File: config.mk
export PLATFORM = sky130hd
export DESIGN_NAME = execute_flat
export DESIGN_NICKNAME = d
export VERILOG_FILES = /design/src/rtl/execute_pkg.sv /design/src/rtl/execute_if.sv /design/src/rtl/execute_alu.sv /design/src/rtl/execute.sv /design/src/flat_wrapper.sv
export SDC_FILE = /design/constraint.sdc
export NUM_CORES = 1
export LEC_CHECK = 0
export ABC_AREA = 1
export CAP_MARGIN = 15
export CORE_MARGIN = 10
export CORE_UTILIZATION = 35
export CTS_CLUSTER_SIZE = 12
export DETAILED_ROUTE_END_ITERATION = 8
export DONT_BUFFER_PORTS = 1
export GPL_ROUTABILITY_DRIVEN = 0
export HOLD_SLACK_MARGIN = 0.02
export PLACE_DENSITY = 0.56
export REMOVE_ABC_BUFFERS = 1
export SYNTH_ARGS = -nofsm -noshare
export SYNTH_HDL_FRONTEND = slang
export SYNTH_SLANG_ARGS = --single-unit
File: constraint.sdc
create_clock -name clock -period 3.1 [get_ports clock]
set_input_delay 0.62 -clock clock [delete_from_list [all_inputs] [get_ports clock]]
set_output_delay 0.62 -clock clock [all_outputs]
set_load 0.05 [all_outputs]
File: src/rtl/execute_pkg.sv
// Shared definitions for the execute stage: opcode, ALU-control and
// pcselect1 encodings plus small opcode-class helpers.
package execute_pkg;

    localparam int unsigned WORD_W = 16;
    typedef logic [WORD_W-1:0] word_t;

    typedef enum logic [3:0] {
        OP_BR   = 4'h0, OP_ADD = 4'h1, OP_LD  = 4'h2, OP_ST  = 4'h3,
        OP_JSR  = 4'h4, OP_AND = 4'h5, OP_LDR = 4'h6, OP_STR = 4'h7,
        OP_RTI  = 4'h8, OP_NOT = 4'h9, OP_LDI = 4'hA, OP_STI = 4'hB,
        OP_JMP  = 4'hC, OP_RES = 4'hD, OP_LEA = 4'hE, OP_TRAP = 4'hF
    } opcode_t;

    typedef enum logic [1:0] {
        ALU_ADD  = 2'b00,
        ALU_AND  = 2'b01,
        ALU_NOT  = 2'b10,
        ALU_ZERO = 2'b11
    } alu_ctl_t;

    typedef enum logic [1:0] {
        PC1_OFF11 = 2'b00,
        PC1_OFF9  = 2'b01,
        PC1_OFF6  = 2'b10,
        PC1_ZERO  = 2'b11
    } pcsel1_t;

    // Opcodes whose aluout is the ALU result rather than the address sum.
    function automatic logic is_alu_op(input opcode_t op);
        return (op == OP_ADD) || (op == OP_AND) || (op == OP_NOT);
    endfunction

    // Opcodes that write a destination register.
    function automatic logic writes_dr(input opcode_t op);
        return (op == OP_ADD) || (op == OP_AND) || (op == OP_NOT) ||
               (op == OP_LD)  || (op == OP_LDR) || (op == OP_LDI) ||
               (op == OP_LEA);
    endfunction

    // Stores read their data register from ir[11:9].
    function automatic logic is_store(input opcode_t op);
        return (op == OP_ST) || (op == OP_STR) || (op == OP_STI);
    endfunction

endpackage

File: src/rtl/execute_if.sv
// Bus between decode/writeback-side logic and the execute stage.
// master: drives instruction, operands, bypass selects; reads results.
// slave : the execute stage itself.
interface execute_if;
    import execute_pkg::*;

    logic        enable_execute;
    word_t       ir;
    word_t       npc_in;
    logic [5:0]  e_control;      // {alu_control, pcselect1, pcselect2, op2select}
    logic [1:0]  w_control_in;
    logic        mem_control_in;
    word_t       vsr1;
    word_t       vsr2;
    logic        bypass_alu_1;
    logic        bypass_alu_2;
    logic        bypass_mem_1;
    logic        bypass_mem_2;
    word_t       mem_bypass_val;

    word_t       aluout;
    word_t       pcout;
    logic [1:0]  w_control_out;
    logic        mem_control_out;
    word_t       m_data;
    word_t       ir_exec;
    logic [2:0]  dr;
    logic [2:0]  nzp;
    logic [2:0]  sr1;
    logic [2:0]  sr2;

    modport master (
        output enable_execute, ir, npc_in, e_control, w_control_in,
               mem_control_in, vsr1, vsr2, bypass_alu_1, bypass_alu_2,
               bypass_mem_1, bypass_mem_2, mem_bypass_val,
        input  aluout, pcout, w_control_out, mem_control_out, m_data,
               ir_exec, dr, nzp, sr1, sr2
    );

    modport slave (
        input  enable_execute, ir, npc_in, e_control, w_control_in,
               mem_control_in, vsr1, vsr2, bypass_alu_1, bypass_alu_2,
               bypass_mem_1, bypass_mem_2, mem_bypass_val,
        output aluout, pcout, w_control_out, mem_control_out, m_data,
               ir_exec, dr, nzp, sr1, sr2
    );

endinterface

File: src/rtl/execute_alu.sv
// Combinational 16-bit ALU: add / and / not / zero, result mod 2^16.
// Ports: ctl (operation), a, b (operands), y (result).
module execute_alu
    import execute_pkg::*;
(
    input  alu_ctl_t ctl,
    input  word_t    a,
    input  word_t    b,
    output word_t    y
);

    always_comb begin
        y = '0;
        case (ctl)
            ALU_ADD: y = a + b;
            ALU_AND: y = a & b;
            ALU_NOT: y = ~a;
            default: y = '0;
        endcase
    end

endmodule

File: src/rtl/execute.sv
// Execute pipeline stage: operand bypass muxing, ALU, address adder and the
// one-cycle output registers.
// Ports: clock, reset (sync, active-high), bus (execute_if.slave) carrying
// instruction/operands/bypass selects in and registered results out;
// sr1/sr2 on the bus are combinational decodes of the incoming ir.
module execute
    import execute_pkg::*;
(
    input  logic       clock,
    input  logic       reset,
    execute_if.slave   bus
);

    opcode_t  op;
    alu_ctl_t alu_ctl;
    pcsel1_t  pcsel1;
    logic     pcselect2;
    logic     op2select;

    word_t    bv1;
    word_t    bv2;
    word_t    op2;
    word_t    alu_res;
    word_t    offset;
    word_t    base;
    word_t    addr;

    assign op        = opcode_t'(bus.ir[15:12]);
    assign alu_ctl   = alu_ctl_t'(bus.e_control[5:4]);
    assign pcsel1    = pcsel1_t'(bus.e_control[3:2]);
    assign pcselect2 = bus.e_control[1];
    assign op2select = bus.e_control[0];

    assign bus.sr1 = bus.ir[8:6];
    assign bus.sr2 = is_store(op) ? bus.ir[11:9] : bus.ir[2:0];

    // ALU forwarding wins over memory forwarding; it reads the registered
    // aluout, which also holds during a stall.
    assign bv1 = bus.bypass_alu_1 ? bus.aluout :
                 bus.bypass_mem_1 ? bus.mem_bypass_val : bus.vsr1;
    assign bv2 = bus.bypass_alu_2 ? bus.aluout :
                 bus.bypass_mem_2 ? bus.mem_bypass_val : bus.vsr2;

    assign op2 = op2select ? bv2 : {{11{bus.ir[4]}}, bus.ir[4:0]};

    always_comb begin
        offset = '0;
        case (pcsel1)
            PC1_OFF11: offset = {{5{bus.ir[10]}}, bus.ir[10:0]};
            PC1_OFF9:  offset = {{7{bus.ir[8]}},  bus.ir[8:0]};
            PC1_OFF6:  offset = {{10{bus.ir[5]}}, bus.ir[5:0]};
            default:   offset = '0;
        endcase
    end

    assign base = pcselect2 ? bus.npc_in : bv1;
    assign addr = base + offset;

    execute_alu u_alu (
        .ctl (alu_ctl),
        .a   (bv1),
        .b   (op2),
        .y   (alu_res)
    );

    always_ff @(posedge clock) begin
        if (reset) begin
            bus.aluout          <= '0;
            bus.pcout           <= '0;
            bus.w_control_out   <= '0;
            bus.mem_control_out <= 1'b0;
            bus.m_data          <= '0;
            bus.ir_exec         <= '0;
            bus.dr              <= '0;
            bus.nzp             <= '0;
        end else if (bus.enable_execute) begin
            bus.aluout          <= is_alu_op(op) ? alu_res : addr;
            bus.pcout           <= addr;
            bus.w_control_out   <= bus.w_control_in;
            bus.mem_control_out <= bus.mem_control_in;
            bus.m_data          <= bv2;
            bus.ir_exec         <= bus.ir;
            bus.dr              <= writes_dr(op) ? bus.ir[11:9] : 3'd0;
            if (op == OP_BR)
                bus.nzp <= bus.ir[11:9];
            else if (op == OP_JMP)
                bus.nzp <= 3'b111;
            else
                bus.nzp <= 3'b000;
        end
    end

endmodule

File: src/flat_wrapper.sv
// flat-port wrapper written by rule: the top's interface ports become plain ports
module execute_flat import execute_pkg::*;
  (clock, reset, bus_enable_execute, bus_ir, bus_npc_in, bus_e_control, bus_w_control_in, bus_mem_control_in, bus_vsr1, bus_vsr2, bus_bypass_alu_1, bus_bypass_alu_2, bus_bypass_mem_1, bus_bypass_mem_2, bus_mem_bypass_val, bus_aluout, bus_pcout, bus_w_control_out, bus_mem_control_out, bus_m_data, bus_ir_exec, bus_dr, bus_nzp, bus_sr1, bus_sr2);
  execute_if bus_i ();
  input  logic clock;
  input  logic reset;
  input wire logic [$bits(bus_i.enable_execute)-1:0] bus_enable_execute;
  input wire logic [$bits(bus_i.ir)-1:0] bus_ir;
  input wire logic [$bits(bus_i.npc_in)-1:0] bus_npc_in;
  input wire logic [$bits(bus_i.e_control)-1:0] bus_e_control;
  input wire logic [$bits(bus_i.w_control_in)-1:0] bus_w_control_in;
  input wire logic [$bits(bus_i.mem_control_in)-1:0] bus_mem_control_in;
  input wire logic [$bits(bus_i.vsr1)-1:0] bus_vsr1;
  input wire logic [$bits(bus_i.vsr2)-1:0] bus_vsr2;
  input wire logic [$bits(bus_i.bypass_alu_1)-1:0] bus_bypass_alu_1;
  input wire logic [$bits(bus_i.bypass_alu_2)-1:0] bus_bypass_alu_2;
  input wire logic [$bits(bus_i.bypass_mem_1)-1:0] bus_bypass_mem_1;
  input wire logic [$bits(bus_i.bypass_mem_2)-1:0] bus_bypass_mem_2;
  input wire logic [$bits(bus_i.mem_bypass_val)-1:0] bus_mem_bypass_val;
  output wire logic [$bits(bus_i.aluout)-1:0] bus_aluout;
  output wire logic [$bits(bus_i.pcout)-1:0] bus_pcout;
  output wire logic [$bits(bus_i.w_control_out)-1:0] bus_w_control_out;
  output wire logic [$bits(bus_i.mem_control_out)-1:0] bus_mem_control_out;
  output wire logic [$bits(bus_i.m_data)-1:0] bus_m_data;
  output wire logic [$bits(bus_i.ir_exec)-1:0] bus_ir_exec;
  output wire logic [$bits(bus_i.dr)-1:0] bus_dr;
  output wire logic [$bits(bus_i.nzp)-1:0] bus_nzp;
  output wire logic [$bits(bus_i.sr1)-1:0] bus_sr1;
  output wire logic [$bits(bus_i.sr2)-1:0] bus_sr2;
  assign bus_i.enable_execute = bus_enable_execute;
  assign bus_i.ir = bus_ir;
  assign bus_i.npc_in = bus_npc_in;
  assign bus_i.e_control = bus_e_control;
  assign bus_i.w_control_in = bus_w_control_in;
  assign bus_i.mem_control_in = bus_mem_control_in;
  assign bus_i.vsr1 = bus_vsr1;
  assign bus_i.vsr2 = bus_vsr2;
  assign bus_i.bypass_alu_1 = bus_bypass_alu_1;
  assign bus_i.bypass_alu_2 = bus_bypass_alu_2;
  assign bus_i.bypass_mem_1 = bus_bypass_mem_1;
  assign bus_i.bypass_mem_2 = bus_bypass_mem_2;
  assign bus_i.mem_bypass_val = bus_mem_bypass_val;
  assign bus_aluout = bus_i.aluout;
  assign bus_pcout = bus_i.pcout;
  assign bus_w_control_out = bus_i.w_control_out;
  assign bus_mem_control_out = bus_i.mem_control_out;
  assign bus_m_data = bus_i.m_data;
  assign bus_ir_exec = bus_i.ir_exec;
  assign bus_dr = bus_i.dr;
  assign bus_nzp = bus_i.nzp;
  assign bus_sr1 = bus_i.sr1;
  assign bus_sr2 = bus_i.sr2;
  execute u_core (.clock(clock), .reset(reset), .bus(bus_i));
endmodule
==> metrics.txt <==
core area ~0.017 mm2; Slew Limit Fails 0; Syn. warnings 0; Synth area leaders dfxtp_1 (25%), nand2_1 (18%), o21ai_0 (10%); initial core utilization a little over a third; crit-path max FO 18; grt ovf 0; number of iterations in the first detailed-routing pass 5; Max Clk Rate roughly 370 MHz; largest stage delay on the critical path roughly 0.38 ns; Final nets 1127; Worst-path clk slew 0.06 ns; Worst Path Required between 3 and 4 ns; FF-to-FF Start u_core.bus.aluout[0]; CP Class in -> reg; crit-path cells inv_1 -> buf_4 -> nand3_1 -> o21ai_0 -> o21ai_0 -> ha_1 -> a21oi_1 -> nand2_1 -> a21oi_1 -> nand3_1 -> nand3_1 -> nand2_1 -> nand2_1 -> nand3_1 -> nand2_1 -> inv_1; post-synth cell types 41; Ports 175; Lkg Pwr roughly 3.4 nW; final setup violating endpoints 0; DRC 0; Post-synth ARST share 0%; final wirelength between 20000 and 25000 um; routed len/inst about 18 um; Hold-fix buffers, CTS 0; VDD IR max ~0.00028 V; H-tree depth 3; # Post-CTS Setup Buffers 0; most frequent cell after synthesis nand2_1; Die ar. approximately 0.023 mm2; Synth top cells by count nand2_1 (277), o21ai_0 (118), inv_1 (112), nor2_1 (81), nand3_1 (80); drt first-iter violations 489; first-pass GRT wire length 34400 um; syn_area_per_cell ~6 um2; vias in the first global route between 6000 and 7000; area leader, netlist dfxtp_1; Layout Area Growth over Synthesis 12.6%; Via Count approximately 6400; Fill cells about 1800; outcome complete, no violations; Synth Register Bits between 70 and 80; # rows 47; Syn Std Cell Area a little under 0.006 mm2; number of port buffers 0; hold_sp reset; ratio of cells with drive above 1 in the final layout under 10%; Longest Clk Path Bufs 2; Hold Crit Class in -> reg; Max Cap Viol 0; Setup crit end kind flop; post-synth top area share ~25%; Vias per Instance roughly 5.3; Worst-Skew Late Latency 0.36 ns; Die Y-Extent between 150 and 200 um; pin count of the biggest net entering global routing approximately 120; RSZ-0062 raised after global routing false; EDFF count, synth 0; post_cts resized 0; Critical Path AT 2.92 ns; Seq/Total Area, Yosys between 20% and 30%; Top delay family on crit path compound AO/OA/AOI/OAI gates; Total Power between 0.003 and 0.004 W; Crit. Startpoint bus_bypass_alu_2; clock tree sinks 73; pwr dens ~540 mW/mm2; Die X-Extent roughly 150 um; CP Launch Type input pin; Most used DFF post-synth dfxtp_1; final worst path period share about 86%; post-layout min period 2.67 ns; DP HPWL around 17000 um; Total Routing Usage GR between 10% and 20%; slowest stage cell, crit path ha_1; setup_tns 0 ns; clk_skew around 0.0091 ns; relative slew slack between 50 and 60%; R2R setup slack roughly 0.48 ns; initial antenna violation count 1; WP buf/inv 3; root buffer cell clkbuf_16; Fin. Hold Viols 0; TritonCTS buffer count 9; CTS tree yes; Gate Count Post-Synth slightly below 1000; Detail Route Antenna Nets 0; worst-margin pin slew 0.740 ns
where the power goes:
group          leakage (nW)  switching [W]  internal (W)
Combinational          2.65       0.000767      0.000419
Clock                 0.154       0.000482      0.000656
Sequential            0.606       0.000267       0.00102
state kept, by name (all words and copies together) (netlist names):
register / count
u_core.bus.aluout: 16
u_core.bus.ir_exec: 16
u_core.bus.m_data: 16
u_core.bus.pcout: 16
u_core.bus.dr: 3
u_core.bus.nzp: 3
u_core.bus.w_control_out: 2
u_core.bus.mem_control_out: 1
path summary, 6_finish.rpt:
kind / end / cells after the start
max: u_core.bus.aluout[15] / 16
min reg2reg: u_core.bus.aluout[2] / 2
max reg2reg: u_core.bus.aluout[8] / 15
min: u_core.bus.dr[2] / 1
metrics by stage:
step | area [um2] | util (%) | std cells | hold slack [ns] | setup WS [ns]
2_1_floorplan | 5650 | - | 935 | 0.687 | 0.213
6_report | 6670 | 40.2 | 1224 | 0.329 | 0.432
3_5_place_dp | 6360 | 38.3 | 1207 | 0.574 | 0.0887
5_1_grt | 6670 | 40.2 | 1224 | 0.320 | 0.157
4_1_cts | 6670 | 40.2 | 1223 | 0.321 | 0.468
3_3_place_gp | 6360 | 38.3 | 1207 | 0.570 | 0.107
logic make-up after synthesis:
kind of cell    count (synthesis)  share of synthesized area (%)
xor+xnor                        5                          0.739
compound gates                240                           22.6
fa+ha+maj                      33                           7.22
flops                          73                           24.7
simple gates                  469                           32.8
buf+inv                       165                           12.0
final cells by class:
type / instances / area, um2 / area share (%)
Antenna cell: 1 / 2.50 / 0.0375
Inverter: 115 / 434 / 6.51
Sequential cell: 73 / 1460 / 21.9
Clock buffer: 10 / 239 / 3.58
Clock inverter: 6 / 73.8 / 1.11
Tap cell: 220 / 275 / 4.13
Timing Repair Buffer: 52 / 428 / 6.41
Multi-Input combinational cell: 747 / 3760 / 56.3
per-layer routing:
metal / vias up / global-route usage (%) / wire (um)
li1: 3254 / - / -
met1: 2965 / 23.6 / 9670
met5: - / 0 / 0
met3: 32 / 4.11 / 1380
met4: 0 / 7.09 / 551
met2: 180 / 33.2 / 10800
cell usage in the layout, fill, tap and decap left out, drive strengths merged, types with 9 or more instances in the layout:
cell type	instances
nor2	83
dfxtp	73
buf	52
clkbuf	10
a22oi	11
ha	31
nand3	80
o211ai	14
nand2	285
inv	117
or2	9
a21oi	71
o21ai	127
Power figures use the tool's default switching activity.
